==> config.mk <==
export PLATFORM = sky130hd
export DESIGN_NAME = wide_uart_arbiter
export DESIGN_NICKNAME = d
export VERILOG_FILES = /design/src/rtl/wide_uart_arb_pkg.sv /design/src/rtl/rr_arbiter.sv /design/src/rtl/wide_uart_arbiter.sv
export SDC_FILE = /design/constraint.sdc
export NUM_CORES = 1
export LEC_CHECK = 0
export BUFFER_PORTS_ARGS = -buffer_cell sky130_fd_sc_hd__buf_2
export CORE_AREA = 2 2 187 189
export CTS_CLUSTER_DIAMETER = 40
export DETAILED_ROUTE_END_ITERATION = 7
export DIE_AREA = 0 0 189 191
export PLACE_DENSITY_LB_ADDON = 0.3
export SYNTH_ARGS = -nofsm -noshare
export SYNTH_HDL_FRONTEND = slang
export SYNTH_SLANG_ARGS = --single-unit
==> constraint.sdc <==
create_clock -name clk -period 7.4 [get_ports clk]
set_input_delay 2.22 -clock clk [delete_from_list [all_inputs] [get_ports clk]]
set_output_delay 2.22 -clock clk [all_outputs]
set_load 0.1 [all_outputs]
==> src/rtl/wide_uart_arb_pkg.sv <==
// Shared types for the wide_uart command/response arbiter.
package wide_uart_arb_pkg;

  localparam int DATA_W = 64;

  typedef enum logic [1:0] {
    IDLE = 2'd0,
    SEND = 2'd1,
    WAIT = 2'd2,
    RESP = 2'd3
  } arb_state_t;

endpackage

==> src/rtl/rr_arbiter.sv <==
// Combinational round-robin pick: first set bit of req at or above ptr, with wrap.
module rr_arbiter #(
  parameter int N = 4,
  localparam int IW = (N > 1) ? $clog2(N) : 1
) (
  input  logic [N-1:0]  req,
  input  logic [IW-1:0] ptr,
  output logic [N-1:0]  gnt,
  output logic [IW-1:0] gnt_id,
  output logic          any
);

  int idx;

  always_comb begin
    gnt    = '0;
    gnt_id = '0;
    any    = 1'b0;
    idx    = 0;
    for (int k = 0; k < N; k++) begin
      idx = int'(ptr) + k;
      if (idx >= N) idx = idx - N;
      if (!any && req[idx]) begin
        any         = 1'b1;
        gnt[idx]    = 1'b1;
        gnt_id      = IW'(idx);
      end
    end
  end

endmodule

==> src/rtl/wide_uart_arbiter.sv <==
// Round-robin sharing of one wide_uart command/response link, one transaction in flight.
// Optional response timeout is compiled in with WIDE_UART_ARB_TIMEOUT_EN.
module wide_uart_arbiter
  import wide_uart_arb_pkg::*;
#(
  parameter int          N_REQ          = 4,
  parameter logic [31:0] TIMEOUT_CYCLES = 32'd2_000_000,
  localparam int         IW             = $clog2(N_REQ)
) (
  input  logic                  clk,
  input  logic                  rst,
  input  logic [N_REQ*64-1:0]   req_tdata,
  input  logic [N_REQ-1:0]      req_tvalid,
  output logic [N_REQ-1:0]      req_tready,
  output logic [DATA_W-1:0]     rsp_tdata,
  output logic                  rsp_tuser,
  output logic [N_REQ-1:0]      rsp_tvalid,
  input  logic [N_REQ-1:0]      rsp_tready,
  output logic [DATA_W-1:0]     u_tx_tdata,
  output logic                  u_tx_tvalid,
  input  logic                  u_tx_tready,
  input  logic [DATA_W-1:0]     u_rx_tdata,
  input  logic                  u_rx_tvalid,
  output logic                  u_rx_tready,
  output logic                  busy,
  output logic [IW-1:0]         grant_id,
  output logic                  stray,
  output logic [1:0]            fsm_state
);

  // Every stream moves a word on a cycle where valid and ready are both high;
  // valid never waits on ready, and data is held while valid is up and ready is low.

  arb_state_t        state, state_nx;
  logic [IW-1:0]     ptr;
  logic [DATA_W-1:0] cmd_buf, rsp_buf;
  logic [N_REQ-1:0]  gnt;
  logic [IW-1:0]     gnt_id;
  logic              any;
  logic              timeout_hit;

  rr_arbiter #(.N(N_REQ)) u_rr (
    .req    (req_tvalid),
    .ptr    (ptr),
    .gnt    (gnt),
    .gnt_id (gnt_id),
    .any    (any)
  );

  assign busy       = (state != IDLE);
  assign fsm_state  = state;
  assign u_tx_tdata = cmd_buf;
  assign rsp_tdata  = rsp_buf;

  always_comb begin
    state_nx    = state;
    req_tready  = '0;
    u_tx_tvalid = 1'b0;
    u_rx_tready = 1'b0;
    rsp_tvalid  = '0;
    stray       = 1'b0;
    case (state)
      IDLE: begin
        // Nothing is outstanding, so any RX word here is unsolicited and discarded.
        u_rx_tready = 1'b1;
        stray       = u_rx_tvalid;
        if (any) begin
          req_tready = gnt;
          state_nx   = SEND;
        end
      end
      SEND: begin
        u_tx_tvalid = 1'b1;
        if (u_tx_tready) state_nx = WAIT;
      end
      WAIT: begin
        u_rx_tready = 1'b1;
        if (u_rx_tvalid || timeout_hit) state_nx = RESP;
      end
      RESP: begin
        rsp_tvalid[grant_id] = 1'b1;
        if (rsp_tready[grant_id]) state_nx = IDLE;
      end
      default: state_nx = IDLE;
    endcase
  end

  always_ff @(posedge clk or negedge rst) begin
    if (!rst) begin
      state    <= IDLE;
      ptr      <= '0;
      grant_id <= '0;
      cmd_buf  <= '0;
      rsp_buf  <= '0;
    end else begin
      state <= state_nx;
      case (state)
        IDLE: if (any) begin
          cmd_buf  <= req_tdata[gnt_id*DATA_W +: DATA_W];
          grant_id <= gnt_id;
        end
        WAIT: begin
          if (u_rx_tvalid)      rsp_buf <= u_rx_tdata;
          else if (timeout_hit) rsp_buf <= '0;
        end
        RESP: if (rsp_tready[grant_id]) begin
          ptr <= (grant_id == IW'(N_REQ - 1)) ? '0 : grant_id + IW'(1);
        end
        default: ;
      endcase
    end
  end

`ifdef WIDE_UART_ARB_TIMEOUT_EN
  logic [31:0] to_cnt;
  logic        err;

  assign timeout_hit = (state == WAIT) && (to_cnt == TIMEOUT_CYCLES - 32'd1);
  assign rsp_tuser   = err;

  // An RX word in the final wait cycle takes priority over the timeout.
  always_ff @(posedge clk or negedge rst) begin
    if (!rst) begin
      to_cnt <= '0;
      err    <= 1'b0;
    end else begin
      if (state == SEND && u_tx_tready) begin
        to_cnt <= '0;
      end else if (state == WAIT) begin
        if (u_rx_tvalid) begin
          err <= 1'b0;
        end else if (timeout_hit) begin
          err <= 1'b1;
        end else begin
          to_cnt <= to_cnt + 32'd1;
        end
      end
    end
  end
`else
  logic unused_timeout;

  assign timeout_hit    = 1'b0;
  assign rsp_tuser      = 1'b0;
  assign unused_timeout = ^TIMEOUT_CYCLES;
`endif

endmodule

==> results of run 1 <==
-- Yosys cell counts, types with 2 or more instances --
cell / count
a22oi_1: 4
a221oi_1: 4
a211oi_1: 2
o21ai_1: 2
mux4_2: 4
nand2b_1: 2
nand3b_1: 2
nor3b_1: 2
buf_6: 20
o221ai_1: 65
ha_1: 12
buf_2: 10
mux2_2: 65
a21o_1: 2
mux2i_1: 129
inv_1: 9
nand2_1: 73
o31ai_1: 2
nor2_1: 14
clkbuf_1: 16
dfrtp_1: 134
and2_1: 5
buf_4: 2
-- state kept, by name, summed over array words and instances (netlist names) --
name        cells
fsm_state       2
grant_id        2
ptr             2
rsp_tdata      64
u_tx_tdata     64
-- stage by stage --
step	hold slack, ns	setup slack, ns	util	area, um^2	instances
after floorplan	0.610	0.639	-	7200	595
after global placement	0.465	1.27	0.289	9870	1484
after detailed placement	0.470	1.26	0.289	9870	1484
after CTS	0.489	1.26	0.306	10400	1516
after global routing	0.506	1.16	0.306	10400	1518
final	0.482	1.25	0.306	10400	1518
-- per-layer routing --
| metal | share of wire | up-vias | track usage |
|---|---|---|---|
| met5 | 0.00061 | - | 0 |
| met4 | 0.023 | 2 | 0.0610 |
| met3 | 0.084 | 27 | 0.0461 |
| met2 | 0.49 | 317 | 0.242 |
| met1 | 0.40 | 3107 | 0.163 |
| li1 | - | 3127 | - |
-- how the worst min path moves through the flow --
stage	to	from	depth (start not counted)
global placement	u_tx_tdata[45]$_DFFE_PN0P_	u_tx_tdata[45]$_DFFE_PN0P_	2
global route	u_tx_tdata[13]$_DFFE_PN0P_	u_tx_tdata[13]$_DFFE_PN0P_	2
floorplan	ptr[1]$_DFFE_PN0P_	ptr[1]$_DFFE_PN0P_	1
CTS	u_tx_tdata[2]$_DFFE_PN0P_	u_tx_tdata[2]$_DFFE_PN0P_	2
finish	u_tx_tdata[38]$_DFFE_PN0P_	u_tx_tdata[38]$_DFFE_PN0P_	2
detailed placement	u_tx_tdata[11]$_DFFE_PN0P_	u_tx_tdata[11]$_DFFE_PN0P_	2
-- critical path, stage by stage --
cell and delay, ns:
buf_2 0.15, or3b_1 0.36, a2111o_1 0.39, nand3_2 0.16, a221oi_1 0.13, nor2_1 0.09
buf_2 0.43
-- layout make-up --
| class | instances | area, um^2 |
|---|---|---|
| Tap cell | 455 | 569 |
| Inverter | 9 | 33.8 |
| Antenna cell | 2 | 5.00 |
| Fill cell | 3576 | 23700 |
| Clock inverter | 11 | 126 |
| Multi-Input combinational cell | 404 | 3480 |
| Timing Repair Buffer | 482 | 2440 |
| Clock buffer | 21 | 440 |
| Sequential cell | 134 | 3350 |
-- logic make-up after synthesis --
family | synth area share
fa+ha+maj | 0.0208
other cells | 0.000521
flops | 0.466
buf+inv | 0.0533
compound gates | 0.103
mux | 0.293
simple gates | 0.0634
==> flow_summary.ini, run 1 <==
[run_status]
status = complete, no violations

[yosys]
async_reset_ff_frac = 1.00
ys_types = 38
syn_nets = 939
synth_cells = 595
synth_flop_cell = dfrtp_1
ys_ff_latch = 134
avgSynthCellArea_um2 = 12.1
synth_top_cell_by_area = dfrtp_1
syn_area_mm2 = 0.00720
synth_seq_area_share = 0.466
synth_top_area_share = 0.466
synth.top_cells.by_area = dfrtp_1 (47%), mux2i_1 (18%), mux2_2 (10%)
yosysWarnings = 0
synth_edf_count = 0

[setup_path]
cp-start-kind = primary input
r2r_slack_ns = 3.24
crit_required_ns = 5.18
crit_type = in2out
setup.worst_path.end = req_tready[0]
r2r_end = u_tx_tdata[2]$_DFFE_PN0P_
timing.rr.start = ptr[0]$_DFFE_PN0P_
worstSetupStartpoint = req_tvalid[0]
cp.arrival_ns = 3.93
r2r_cells = 9
cp-end-kind = output pin
worstPathMaxFanout = 10

[timing]
hold_viol = 0
slew_viol_final = 0
clock_skew_ns = 0.00793
tightest_slew_ns = 1.02
tns_ns = 0
rsz0062_at_grt = no
fin_crit_sh = 0.831
fmax_ghz = 0.163
finalSetupViolCount = 0
period_needed_ns = 6.15
max_slew_margin = 0.323

[final_layout]
area_growth_pct = 45.0
drive_gt1_frac = 0.553
final_cell_mix = buf_2 (474), dfrtp_1 (134), mux2i_1 (129)
final_common_cell = buf_2
nets = 1392

[clock_network]
ctsResizeCount = 0
postCtsHoldBufs = 0
path_clk_slew_ns = 0.06
clk_path_buf_depth = 2
insertion_delay_ns = 0.43
cts_setup_buffers = 0
htree_levels = 4
root_buffer = clkbuf_16
cts_sinks = 134
cts_buffers = 17
cts_tree = done

[floorplan]
die_w_um = 189
dieArea_mm2 = 0.0361
start_util = 0.211
fp-row-count = 68
fp.dieH_um = 191
fp.coreArea_mm2 = 0.0341
pin_count = 477

[global_routing]
grt_max_degree = 90
antenna_found_initial = 3
grt_pass1_vias = 6817
grt_pass1_wl_um = 39100
gr-usage-all-layers = 0.142
grt_overflow = 0

[run]
drv_cap = 0

[placement]
portBuffers = 475
dpl.hpwl_um = 20300
routabilityCongestion = 0.778

[route]
routedWlPerCell_um = 17.3
drtIter0Drc = 169
vias_per_cell = 4.33
drt-pass1-iter-count = 6
vias = 6580
post-route-drc-count = 0
ant_nets = 0
wl_um = 26200

[hold_path]
hold_path.class = reg2reg
Power of run 1 is left out: the tool's default activity adds up to more than one toggle a clock period on the data nets, which glitch-free logic cannot reach.
==> run 2: changes to the inputs <==
- CORE_AREA: 2 2 187 189 -> 2 2 188 190
- DIE_AREA: 0 0 189 191 -> 0 0 190 192
- clock period: 7.4 -> 5.7 ns (I/O delays scaled with it)
==> flow_summary.ini, run 2 (synthesis results as in run 1) <==
[clock_network]
path_clk_slew_ns = 0.06
cts_buffers = 17
cts_sinks = 134
cts_setup_buffers = 0
insertion_delay_ns = 0.43
clk_path_buf_depth = 2
htree_levels = 4
cts_tree = done
ctsResizeCount = 0
root_buffer = clkbuf_16
postCtsHoldBufs = 0

[timing]
finalSetupViolCount = 0
fmax_ghz = 0.194
clock_skew_ns = 0.00979
hold_slack_ns = 0.482
fin_crit_sh = 0.906
rsz0062_at_grt = no
max_slew_margin = 0.468
period_needed_ns = 5.16
slew_viol_final = 0
hold_viol = 0
tightest_slew_ns = 0.798
setup_slack_ns = 0.536
tns_ns = 0

[final_layout]
design_area_mm2 = 0.0105
drive_gt1_frac = 0.560
final_cell_mix = buf_2 (474), dfrtp_1 (134), mux2i_1 (129)
nets = 1394
antenna_cells = 0
area_growth_pct = 46.2
final_common_cell = buf_2

[setup_path]
r2r_end = u_tx_tdata[4]$_DFFE_PN0P_
timing.rr.start = ptr[0]$_DFFE_PN0P_
r2r_cells = 9
cp.arrival_ns = 3.45
crit_required_ns = 3.99
worstPathMaxFanout = 10
cp-start-kind = primary input
r2r_slack_ns = 1.97
worstSetupStartpoint = req_tvalid[0]
setup.worst_path.end = req_tready[3]
cp-end-kind = output pin
crit_type = in2out

[route]
dr_wl_met3_um = 2150
routedWlPerCell_um = 17.2
drt-pass1-iter-count = 4
post-route-drc-count = 0
met1Wirelength_um = 10400
wl_met2_um = 13200
drtIter0Drc = 200
wl_um = 26100
vias_per_cell = 4.35
vias = 6604
ant_nets = 0
maxUsedRoutingLayer = met5

[global_routing]
gr-usage-all-layers = 0.138
antenna_found_initial = 1
grt_pass1_vias = 6653
grt_pass1_wl_um = 37900
grt_max_degree = 73
grt_overflow = 0

[placement]
place_area_mm2 = 0.00994
routabilityCongestion = 0.767
portBuffers = 475
post-place-ws_ns = 0.542
dpl.hpwl_um = 20000

[floorplan]
pin_count = 477
fp.dieH_um = 192
dieArea_mm2 = 0.0365
fp-row-count = 68
die_w_um = 190
fp.coreArea_mm2 = 0.0343
start_util = 0.210

[hold_path]
worstHoldStart = u_tx_tdata[26]$_DFFE_PN0P_
hold_path.class = reg2reg

[run]
drv_cap = 0

[run_status]
status = complete, no violations
==> run 2: layer usage <==
layer | GRT usage | vias to the layer above
met5 | 0 | -
met4 | 0.0459 | 2
met3 | 0.0426 | 19
met2 | 0.244 | 304
met1 | 0.158 | 3162
li1 | - | 3117
==> run 2: worst max-delay path, cell delays in order <==
cell and delay, ns:
buf_2 0.16, or3b_1 0.36, a2111o_1 0.39, nand3_2 0.16, a221oi_1 0.12, nor2_2 0.10, buf_2 0.44
==> run 2: worst min-delay path by stage <==
stage                                 endpoint  cells after the start
detailed placement  u_tx_tdata[36]$_DFFE_PN0P_                      2
floorplan                   ptr[1]$_DFFE_PN0P_                      1
CTS                 u_tx_tdata[36]$_DFFE_PN0P_                      2
finish              u_tx_tdata[26]$_DFFE_PN0P_                      2
global route        u_tx_tdata[36]$_DFFE_PN0P_                      2
global placement    u_tx_tdata[42]$_DFFE_PN0P_                      2
==> run 2: metrics by stage <==
step | std cells | utilization
final | 1517 | 0.307
after global routing | 1517 | 0.307
after CTS | 1517 | 0.307
after detailed placement | 1486 | 0.290
after global placement | 1486 | 0.290
after floorplan | 595 | -
==> run 2: layout make-up <==
class	count	area, um^2
clock inverters	12	145
fillers	3602	23800
well taps	455	569
repair buffers	484	2490
flip-flops and latches	134	3350
clock buffers	19	443
multi-input cells	404	3500
inverters	9	33.8
Power of run 2 is left out for the same reason.
==> run 3: changes to the inputs <==
- SYNTH_HIERARCHICAL: unset -> 1
==> flow_summary.ini, run 3 <==
[placement]
routabilityCongestion = 0.774
dpl.hpwl_um = 19600
place_area_mm2 = 0.0101
post-place-ws_ns = 0.524
portBuffers = 475

[clock_network]
path_clk_slew_ns = 0.06
ctsResizeCount = 0
postCtsHoldBufs = 0
cts_buffers = 17
cts_sinks = 134
insertion_delay_ns = 0.42
clk_path_buf_depth = 2
root_buffer = clkbuf_16
cts_tree = done
cts_setup_buffers = 0
htree_levels = 4

[setup_path]
worstPathMaxFanout = 10
r2r_end = u_tx_tdata[55]$_DFFE_PN0P_
r2r_slack_ns = 1.62
cp-end-kind = output pin
cp.arrival_ns = 3.51
crit_type = in2out
r2r_cells = 7
cp-start-kind = primary input
worstSetupStartpoint = req_tvalid[2]
crit_required_ns = 3.99
timing.rr.start = ptr[0]$_DFFE_PN0P_
setup.worst_path.end = req_tready[0]

[final_layout]
fill_cells = 3517
nets = 1259
drive_gt1_frac = 0.782
antenna_cells = 0
final_cell_mix = buf_2 (470), mux2_2 (135), dfrtp_1 (134)
area_growth_pct = 49.0
design_area_mm2 = 0.0107
final_common_cell = buf_2

[yosys]
ys_types = 30
avgSynthCellArea_um2 = 16.3
synth_flop_cell = dfrtp_1
synth_cells = 441
async_reset_ff_frac = 1.00
yosysWarnings = 6
yosys-top-cells-count = mux2_2 (135), dfrtp_1 (134), mux4_2 (66), buf_2 (17), ha_1 (16)
syn_area_mm2 = 0.00719
syn_nets = 789
synth.most_common_cell = mux2_2
ys_ff_latch = 134
synth.top_cells.by_area = dfrtp_1 (47%), mux2_2 (21%), mux4_2 (21%)
synth_top_cell_by_area = dfrtp_1
synth_seq_area_share = 0.466
synth_top_area_share = 0.466
synth_edf_count = 0

[floorplan]
fp-row-count = 68
start_util = 0.210
dieArea_mm2 = 0.0365
die_w_um = 190
fp.coreArea_mm2 = 0.0343
fp.dieH_um = 192
pin_count = 477

[timing]
period_needed_ns = 5.22
tns_ns = 0
max_slew_margin = 0.332
rsz0062_at_grt = no
slew_viol_final = 0
tightest_slew_ns = 1.00
hold_slack_ns = 0.497
fmax_ghz = 0.192
clock_skew_ns = 0.00897
setup_slack_ns = 0.481
finalSetupViolCount = 0
fin_crit_sh = 0.916
hold_viol = 0

[route]
wl_um = 24400
drt-pass1-iter-count = 4
ant_nets = 0
vias_per_cell = 4.24
drtIter0Drc = 157
routedWlPerCell_um = 17.7
vias = 5837
post-route-drc-count = 0

[global_routing]
grt_overflow = 0
gr-usage-all-layers = 0.129
antenna_found_initial = 4
grt_pass1_wl_um = 35100
grt_max_degree = 72
grt_pass1_vias = 6022

[hold_path]
hold_depth = 1
hold_path.class = reg2reg

[run_status]
status = complete, no violations

[run]
drv_cap = 0
==> run 3: changes by cell type after synthesis, moves of 7 or more <==
cell and change:
mux2_2 +70, nor2_1 -12, mux2i_1 -128, buf_2 +7, o221ai_1 -65, clkbuf_1 -11, nand2_1 -68, buf_6 -12
mux4_2 +62
==> run 3: how the worst min path moves through the flow <==
stage                                     startpoint                    endpoint
after global placement      rsp_tdata[3]$_DFFE_PN0P_    rsp_tdata[3]$_DFFE_PN0P_
after floorplan                   ptr[0]$_DFFE_PN0P_          ptr[0]$_DFFE_PN0P_
final                     u_tx_tdata[23]$_DFFE_PN0P_  u_tx_tdata[23]$_DFFE_PN0P_
after detailed placement  u_tx_tdata[30]$_DFFE_PN0P_  u_tx_tdata[30]$_DFFE_PN0P_
after CTS                 u_tx_tdata[30]$_DFFE_PN0P_  u_tx_tdata[30]$_DFFE_PN0P_
after global routing       rsp_tdata[44]$_DFFE_PN0P_   rsp_tdata[44]$_DFFE_PN0P_
==> run 3: critical path, stage by stage <==
cell and delay [ns]:
buf_2 0.12, mux4_2 0.60, nor4b_4 0.42, a22oi_1 0.14
o21ai_0 0.10, and3_1 0.22, buf_12 0.18
==> run 3: layout make-up <==
type,instances,area [um^2],area share
flip-flops and latches,134,3350,0.313
clock inverters,13,146,0.0137
repair buffers,482,2530,0.236
multi-input cells,267,3640,0.340
well taps,455,569,0.0531
clock buffers,18,439,0.0410
inverters,9,33.8,0.00315
==> run 3: stage by stage <==
| stage | std cells | utilization |
|---|---|---|
| after global placement | 1347 | 0.295 |
| after global routing | 1378 | 0.312 |
| after CTS | 1378 | 0.312 |
| final | 1378 | 0.312 |
| after floorplan | 441 | - |
| after detailed placement | 1347 | 0.295 |
==> run 3: cell families (layout without fill, tap and decap cells) <==
group | Yosys count | in the layout | synth area share
compound gates | 20 | 20 | 0.0204
fa+ha+maj | 16 | 16 | 0.0278
other cells | 1 | 1 | 0.000521
simple gates | 25 | 25 | 0.0219
buf+inv | 40 | 522 | 0.0327
mux | 205 | 205 | 0.430
flops | 134 | 134 | 0.466
==> run 3: routing by layer <==
metal	vias to the layer above	track usage	part of all wire	routed length, um
met4	8	0.0358	0.012	290
met3	24	0.0386	0.077	1890
met1	2877	0.150	0.39	9520
met5	-	0	0.0023	55
li1	2653	-	-	-
met2	275	0.230	0.52	12600
Power of run 3 is left out for the same reason.
